## src/rtl/draw_player_sprite.sv

```systemverilog
// Player sprite overlay: frame-latched position and mirror flag, ROM address
// generation, colour-key transparency, timing bundle delayed to match.
// Latency 3 clocks (pixel_addr 1 clock); no backpressure, one pixel per clock.
module draw_player_sprite #(
  parameter int          IMG_W   = 48,
  parameter int          IMG_H   = 64,
  parameter logic [11:0] KEY_RGB = 12'hF0F
) (
  input  logic        clk,
  input  logic        rst_n,
  input  logic [11:0] xpos,
  input  logic [11:0] ypos,
  input  logic        flip,
  input  logic [10:0] hcount_in,
  input  logic [10:0] vcount_in,
  input  logic        hsync_in,
  input  logic        vsync_in,
  input  logic        hblnk_in,
  input  logic        vblnk_in,
  input  logic [11:0] rgb_in,
  output logic [11:0] pixel_addr,
  input  logic [11:0] rgb_pixel,
  output logic [10:0] hcount_out,
  output logic [10:0] vcount_out,
  output logic        hsync_out,
  output logic        vsync_out,
  output logic        hblnk_out,
  output logic        vblnk_out,
  output logic [11:0] rgb_out
);

  // Timing bundle carried alongside the pixel through the pipeline.
  typedef struct packed {
    logic [10:0] hcount;
    logic [10:0] vcount;
    logic        hsync;
    logic        vsync;
    logic        hblnk;
    logic        vblnk;
    logic [11:0] rgb;
  } vga_t;

  logic        r_vblnk_prev;
  logic [11:0] r_x_l;
  logic [11:0] r_y_l;
  logic        r_flip_l;

  vga_t        w_in;
  vga_t        r_s1;
  vga_t        r_s2;
  vga_t        r_s3;
  logic        r_inside_d1;
  logic        r_inside_d2;

  logic [11:0] w_dx;
  logic [11:0] w_dy;
  logic [12:0] w_x_end;
  logic [12:0] w_y_end;
  logic        w_inside;
  logic [11:0] w_col;
  logic [11:0] w_rgb_mix;
  logic        w_unused_bits;

  assign w_in = {hcount_in, vcount_in, hsync_in, vsync_in, hblnk_in, vblnk_in, rgb_in};

  // Offsets into the sprite; only the low 6 bits reach the ROM.
  assign w_dx = {1'b0, hcount_in} - r_x_l;
  assign w_dy = {1'b0, vcount_in} - r_y_l;

  // End bounds kept 13-bit so a sprite hanging past 2047 clips instead of wrapping.
  assign w_x_end = {1'b0, r_x_l} + 13'(IMG_W);
  assign w_y_end = {1'b0, r_y_l} + 13'(IMG_H);

  assign w_inside = ({1'b0, hcount_in} >= r_x_l) && ({2'b0, hcount_in} < w_x_end) &&
                    ({1'b0, vcount_in} >= r_y_l) && ({2'b0, vcount_in} < w_y_end) &&
                    !hblnk_in && !vblnk_in;

  assign w_col = r_flip_l ? (12'(IMG_W - 1) - w_dx) : w_dx;

  // Key colour in the sprite lets the background show through.
  assign w_rgb_mix = (r_inside_d2 && (rgb_pixel != KEY_RGB)) ? rgb_pixel : r_s2.rgb;

  assign w_unused_bits = &{1'b0, w_dy[11:6], w_col[11:6]};

  // Capture position and flip once per frame at the start of vertical blank.
  always_ff @(posedge clk or negedge rst_n) begin
    if (!rst_n) begin
      r_vblnk_prev <= 1'b0;
      r_x_l        <= 12'd0;
      r_y_l        <= 12'd0;
      r_flip_l     <= 1'b0;
    end else begin
      r_vblnk_prev <= vblnk_in;
      if (vblnk_in && !r_vblnk_prev) begin
        r_x_l    <= xpos;
        r_y_l    <= ypos;
        r_flip_l <= flip;
      end
    end
  end

  // Stage 1: ROM address and hit flag; stage 2 waits on the ROM read.
  always_ff @(posedge clk or negedge rst_n) begin
    if (!rst_n) begin
      pixel_addr  <= 12'h000;
      r_inside_d1 <= 1'b0;
      r_inside_d2 <= 1'b0;
      r_s1        <= '0;
      r_s2        <= '0;
    end else begin
      pixel_addr  <= w_inside ? {w_dy[5:0], w_col[5:0]} : 12'h000;
      r_inside_d1 <= w_inside;
      r_inside_d2 <= r_inside_d1;
      r_s1        <= w_in;
      r_s2        <= r_s1;
    end
  end

  // Stage 3: registered output with the sprite pixel muxed over the background.
  always_ff @(posedge clk or negedge rst_n) begin
    if (!rst_n) begin
      r_s3 <= '0;
    end else begin
      r_s3     <= r_s2;
      r_s3.rgb <= w_rgb_mix;
    end
  end

  assign hcount_out = r_s3.hcount;
  assign vcount_out = r_s3.vcount;
  assign hsync_out  = r_s3.hsync;
  assign vsync_out  = r_s3.vsync;
  assign hblnk_out  = r_s3.hblnk;
  assign vblnk_out  = r_s3.vblnk;
  assign rgb_out    = r_s3.rgb;

endmodule

```

## config.mk

```make
export PLATFORM = sky130hd
export DESIGN_NAME = draw_player_sprite
export DESIGN_NICKNAME = d
export VERILOG_FILES = /design/src/rtl/draw_player_sprite.sv
export SDC_FILE = /design/constraint.sdc
export NUM_CORES = 1
export LEC_CHECK = 0
export ABC_AREA = 0
export CELL_PAD_IN_SITES_DETAIL_PLACEMENT = 0
export CELL_PAD_IN_SITES_GLOBAL_PLACEMENT = 1
export CORE_MARGIN = 2
export CORE_UTILIZATION = 43
export DETAILED_ROUTE_END_ITERATION = 10
export HOLD_SLACK_MARGIN = 0.03
export PLACE_DENSITY = 0.84
export SETUP_SLACK_MARGIN = 0.4
export SLEW_MARGIN = 0
export SYNTH_ARGS = -nofsm -noshare
export SYNTH_HDL_FRONTEND = slang
export SYNTH_SLANG_ARGS = --single-unit
```

## constraint.sdc

```tcl
create_clock -name clk -period 4 [get_ports clk]
set_input_delay 0.4 -clock clk [delete_from_list [all_inputs] [get_ports clk]]
set_output_delay 0.4 -clock clk [all_outputs]
set_load 0.03 [all_outputs]
```

==> results.py, run 1 <==
metrics = {
    "cells_and_area": {
        "layout-drive-gt1-share_pct": 9.14,
        "diodes": 0,
        "final_area_um2": 7730,
        "fin_nets": 673,
        "layout_common_cells": "dfrtp_1 (153), clkdlybuf4s50_1 (125), nand2_1 (38)",
        "syn_to_final_growth_pct": 35.7,
        "layout.cells.non_filler": 745,
        "utilization_pct": 59.1,
        "layout_commonest_cell": "dfrtp_1",
    },
    "yosys": {
        "postSynth.asyncResetShare_pct": 100,
        "synth_seq_area_share_pct": 67.2,
        "synthFlopType": "dfrtp_1",
        "synth_xor_area_share_pct": 2.92,
        "synthMuxAreaShare_pct": 3.12,
        "postSynthCellCount": 418,
        "yosysWarningCount": 0,
        "synth_compound_area_share_pct": 7.51,
        "synth.top_cell.area_share_pct": 67.2,
        "synthDistinctLibCells": 44,
        "ys_ff_latch": 153,
        "synth_top_area_cell": "dfrtp_1",
        "postSynthAreaPerCell_um2": 13.6,
        "synthSimpleGateAreaFrac_pct": 7.70,
        "netlist_area_um2": 5700,
        "synth_fa_ha_area_share_pct": 8.60,
        "synth_nets": 533,
        "synth_top_family_by_area": "adder cells",
        "synth_area_leaders": "dfrtp_1 (67%), ha_1 (7.9%), mux2_2 (2.8%)",
        "synth_edf_count": 0,
    },
    "timing": {
        "post-route-period-util_pct": 73.1,
        "tns_ns": 0,
        "clock.fmax_mhz": 342,
        "worst_pin_slew_ns": 0.827,
        "rsz0062_at_grt": "no",
        "fin_ws_ns": 1.08,
        "skew_ns": 0.00738,
        "hold_viol": 0,
        "setup_viol_count_final": 0,
        "final.min_clock_period_ns": 2.92,
        "slew_headroom_pct": 44.9,
        "hold_ws_ns": 0.0829,
        "finalMaxSlewViolations": 0,
    },
    "placement": {
        "place.gp.congestion": 0.847,
        "port_buffers": 126,
        "post_dp_cell_area_um2": 7160,
        "place_inst": 715,
        "dpl.hpwl_um": 8290,
        "place_ws_ns": 1.05,
    },
    "route": {
        "wl_met1_um": 4960,
        "drc": 0,
        "finalWirelength_um": 11200,
        "dr.max_layer_used": "met4",
        "drt-initial-drc-count": 197,
        "vias": 3521,
        "dr.pass1.iters": 4,
        "via_per_inst": 4.73,
        "ant_nets": 0,
        "met2_length_um": 5320,
        "wl_per_cell_um": 15.0,
        "wl_met3_um": 700,
    },
    "clock_tree": {
        "clk_latency_ns": 0.41,
        "clock_sinks": 153,
        "cts_tree": "yes",
        "post_cts_resized": 0,
        "cts_hold_buf": 0,
        "path_clk_slew_ns": 0.06,
        "clockBufferDepth": 2,
        "cts-buffers-inserted": 17,
        "post_cts_buffers": 0,
        "root_buffer": "clkbuf_16",
        "htree_levels": 4,
    },
    "grt": {
        "first_global_vias": 3618,
        "grt_use_total_pct": 16.9,
        "overflow": 0,
        "grt_first_pass_wirelength_um": 18200,
        "grt_max_degree": 99,
        "antenna_found_initial": 0,
    },
    "floorplan": {
        "start_util_pct": 43.6,
        "io_pins": 127,
        "die_h_um": 119,
        "dieArea_um2": 14200,
        "die_width_um": 119,
        "core-area_um2": 13100,
        "rows": 42,
    },
    "worst_setup_path": {
        "timing.rr.start": "r_x_l[4]$_DFFE_PN0P_",
        "crit_family": "compound AO/OA/AOI/OAI gates",
        "worstSetupEndpointType": "register",
        "r2r_slack_ns": 1.08,
        "worst-endpoint-arrival_ns": 3.24,
        "path_cells": "inv_1 -> ha_1 -> nor2_1 -> xnor2_1 -> ha_1 -> a211oi_1 -> o21ai_0 -> a211o_2 -> o221ai_1 -> nand4b_4 -> a211oi_1",
        "r2r-end": "pixel_addr[9]$_DFF_PN0_",
        "critPathBufInv": 1,
        "required_ns": 4.32,
        "crit_fanout": 11,
        "slowest_delay_ns": 0.41,
        "startpoint_type": "register",
        "r2r_cells": 11,
        "path_depth": 11,
        "crit_type": "register to register",
        "slowest_stage": "dfrtp_1",
    },
    "power": {
        "total_power_mw": 3.78,
        "ir_worst_vdd_uv": 381,
        "power_per_cell_area_nw_per_um2": 489,
        "p_leak_nw": 3.44,
    },
    "flow_run": {
        "drv_cap": 0,
    },
    "min_path": {
        "hp-class": "input pin to async pin",
    },
    "outcome": {
        "outcome": "finished, final reports clean",
    },
}
worst max path at each step:
stage                               startpoint  slack, ns                 endpoint
after floorplan           r_x_l[4]$_DFFE_PN0P_       1.50  pixel_addr[0]$_DFF_PN0_
after global placement    r_x_l[4]$_DFFE_PN0P_       1.18  pixel_addr[9]$_DFF_PN0_
after detailed placement  r_x_l[4]$_DFFE_PN0P_       1.05  pixel_addr[9]$_DFF_PN0_
after CTS                 r_x_l[4]$_DFFE_PN0P_       1.04  pixel_addr[9]$_DFF_PN0_
after global routing      r_x_l[4]$_DFFE_PN0P_       0.88  pixel_addr[9]$_DFF_PN0_
final                     r_x_l[4]$_DFFE_PN0P_       1.08  pixel_addr[9]$_DFF_PN0_
power breakdown:
part	leakage, nW	switching [mW]	internal, mW
logic	1.33	0.307	0.274
clock network	0.283	0.563	0.954
registers	1.83	0.0427	1.64
total	3.44	0.912	2.87
area by class of cell:
| cell class | instances | area, um^2 |
|---|---|---|
| Clock buffer | 26 | 519 |
| Tap cell | 176 | 220 |
| Inverter | 30 | 113 |
| Multi-Input combinational cell | 226 | 1700 |
| Clock inverter | 4 | 56.3 |
| Timing Repair Buffer | 130 | 1290 |
| Fill cell | 1051 | 5350 |
| Sequential cell | 153 | 3830 |
worst register-to-register path, cell delays in order, from the launching register on:
cell      delay (ns)
dfrtp_1         0.41
inv_1           0.13
ha_1            0.24
nor2_1          0.08
xnor2_1         0.20
ha_1            0.28
a211oi_1        0.22
o21ai_0         0.11
a211o_2         0.30
o221ai_1        0.34
nand4b_4        0.27
a211oi_1        0.27
synth_stat cells (all sizes together), types with 3 or more instances:
cell type,instances
ha,36
nand4,4
o2111ai,3
nor2b,4
nor3,5
mux2,14
xor2,5
a21oi,10
dfrtp,153
nand3,6
a211oi,6
nand2,38
xnor2,14
o21a,3
nand4b,3
a211o,3
buf,4
o21ai,28
inv,30
nor2,16
clkbuf,5
cells by family (layout without fill, tap and decap cells):
family / after synthesis / count (layout)
DFF: 153 / 153
and+or+nand+nor: 86 / 86
AOI/OAI and AO/OA: 67 / 67
buffers and inverters: 39 / 190
adders and majority gates: 38 / 38
xor gates and xnor gates: 19 / 19
muxes: 16 / 16
flip-flops by register name (all words and copies together) (netlist names):
signal,cells
r_y_l,12
vsync_out,1
r_s1,38
rgb_out,12
hblnk_out,1
vblnk_out,1
r_inside_d1,1
r_flip_l,1
r_x_l,12
vcount_out,11
r_inside_d2,1
r_s2,38
pixel_addr,12
hcount_out,11
hsync_out,1
layer usage:
layer	track usage, %	vias up
met1	22.1	1676
met5	0	-
met4	8.71	0
met3	4.65	14
met2	25.9	120
li1	-	1711
No activity file was read; power rests on OpenSTA's default activity.
==> inputs of run 2 (changes only) <==
Settings changed: CORE_UTILIZATION 43 to 40, PLACE_DENSITY 0.84 to 0.79.
Clock period 4 ns to 2.85 ns, I/O delays scaled along.
==> run 2 against run 1 <==
Compared with the run above:
- utilization fell by 1.5 points
- first-iteration DRC count rose by 35%
- worst setup slack got worse by 0.70 ns
==> results.py, run 2 (same netlist as run 1, synthesis figures left out) <==
metrics = {
    "outcome": {
        "outcome": "finished, final reports clean",
    },
    "route": {
        "finalWirelength_um": 11900,
        "ant_nets": 0,
        "vias": 3656,
        "via_per_inst": 4.80,
        "dr.pass1.iters": 4,
        "drc": 0,
        "wl_per_cell_um": 15.6,
        "drt-initial-drc-count": 265,
    },
    "cells_and_area": {
        "layout-drive-gt1-share_pct": 14.1,
        "fin_nets": 687,
        "layout_common_cells": "dfrtp_1 (153), clkdlybuf4s50_1 (125), nand2_1 (38)",
        "syn_to_final_growth_pct": 40.2,
        "final_area_um2": 7990,
        "layout_commonest_cell": "dfrtp_1",
        "top_regs": "r_s1 x38, r_s2 x38",
        "diodes": 0,
    },
    "floorplan": {
        "core-area_um2": 13900,
        "die_width_um": 123,
        "rows": 43,
        "io_pins": 127,
        "die_h_um": 123,
        "start_util_pct": 41.1,
        "dieArea_um2": 15200,
    },
    "clock_tree": {
        "clk_latency_ns": 0.42,
        "htree_levels": 4,
        "clock_sinks": 153,
        "clockBufferDepth": 2,
        "path_clk_slew_ns": 0.06,
        "cts_tree": "yes",
        "root_buffer": "clkbuf_16",
        "cts-buffers-inserted": 17,
    },
    "timing": {
        "finalMaxSlewViolations": 0,
        "post-route-period-util_pct": 86.7,
        "hold_viol": 0,
        "final.min_clock_period_ns": 2.47,
        "clock.fmax_mhz": 405,
        "setup_viol_count_final": 0,
        "tns_ns": 0,
        "skew_ns": 0.00857,
        "slew_headroom_pct": 58.1,
        "rsz0062_at_grt": "yes",
        "worst_pin_slew_ns": 0.628,
        "hold_ws_ns": 0.311,
    },
    "worst_setup_path": {
        "slowest_stage": "dfrtp_1",
        "required_ns": 3.20,
        "path_cells": "nand4_1 -> nor2_2 -> xnor2_1 -> ha_1 -> a211oi_2 -> o21ai_1 -> a211o_2 -> o221ai_4 -> nand4b_4 -> buf_6 -> nor2_1",
        "crit_fanout": 5,
        "startpoint_type": "register",
        "worstSetupEndpointType": "register",
        "crit_type": "register to register",
        "worst-endpoint-arrival_ns": 2.82,
        "slowest_delay_ns": 0.42,
    },
    "placement": {
        "place.gp.congestion": 0.873,
        "port_buffers": 126,
        "dpl.hpwl_um": 8630,
        "post_dp_cell_area_um2": 7210,
    },
    "power": {
        "ir_worst_vdd_uv": 404,
        "power_per_cell_area_nw_per_um2": 692,
        "p_leak_nw": 3.54,
        "total_power_mw": 5.53,
    },
    "grt": {
        "grt_use_total_pct": 16.8,
        "grt_max_degree": 71,
        "overflow": 0,
        "first_global_vias": 3738,
        "grt_first_pass_wirelength_um": 18800,
        "antenna_found_initial": 0,
    },
    "min_path": {
        "hp-class": "input pin to register",
    },
    "flow_run": {
        "drv_cap": 0,
    },
}
==> run 2: worst max-delay path: cells and delay by family, from the launching register on <==
kind	cells	cell delay (ns)
AOI/OAI and AO/OA	4	0.82
xor gates and xnor gates	1	0.13
adders and majority gates	1	0.28
buffers and inverters	1	0.18
DFF	1	0.42
and+or+nand+nor	4	0.57
==> run 2: final timing paths <==
| check | from | depth (start not counted) | slack (ns) | to |
|---|---|---|---|---|
| worst max register to register | r_x_l[6]$_DFFE_PN0P_ | 11 | 0.38 | pixel_addr[1]$_DFF_PN0_ |
| worst min register to register | r_s2[15]$_DFF_PN0_ | 0 | 0.34 | hsync_out$_DFF_PN0_ |
| worst max-delay path | r_x_l[6]$_DFFE_PN0P_ | 11 | 0.38 | pixel_addr[1]$_DFF_PN0_ |
| min in group asynchronous | rst_n | 2 | 0.44 | r_s2[0]$_DFF_PN0_ |
| max in group asynchronous | rst_n | 3 | 1.63 | pixel_addr[3]$_DFF_PN0_ |
| worst min-delay path | rgb_in[6] | 1 | 0.31 | r_s1[6]$_DFF_PN0_ |
==> run 2: area by class of cell <==
cell class	instances	area [um^2]
Fill cell	1119	5890
Multi-Input combinational cell	226	1790
Sequential cell	153	3830
Inverter	30	113
Clock inverter	6	113
Tap cell	180	225
Timing Repair Buffer	144	1440
Clock buffer	23	488
==> run 2: repair_timing <==
item	in CTS	in global routing
hold buffers	1	0
gates resized for setup	20	5
endpoints found under the hold margin	68	0
buffers inserted	9	2
setup endpoints to repair	13	13
pin swaps	13	8
==> run 2: metal layers <==
| metal | vias to the layer above | routed length [um] | global-route usage, % | part of all wire (%) |
|---|---|---|---|---|
| met2 | 114 | 5730 | 26.6 | 48 |
| met1 | 1790 | 5240 | 21.3 | 44 |
| li1 | 1738 | - | - | - |
| met5 | - | 0 | 0 | 0 |
| met3 | 14 | 721 | 5.40 | 6.1 |
| met4 | 0 | 209 | 6.89 | 1.8 |
==> run 2: stage by stage <==
step / setup WS [ns] / util, % / instances
after floorplan: 0.427 / - / 418
after global placement: 0.157 / 51.9 / 721
after detailed placement: 0.0178 / 51.9 / 721
after CTS: 0.369 / 57.3 / 760
after global routing: 0.225 / 57.6 / 762
final: 0.379 / 57.6 / 762
==> run 2: report_power, final <==
group	switching (mW)	total, mW	internal, mW
Sequential	0.0606	2.37	2.31
Combinational	0.473	0.896	0.423
Clock	0.807	2.27	1.46
Total	1.34	5.53	4.19
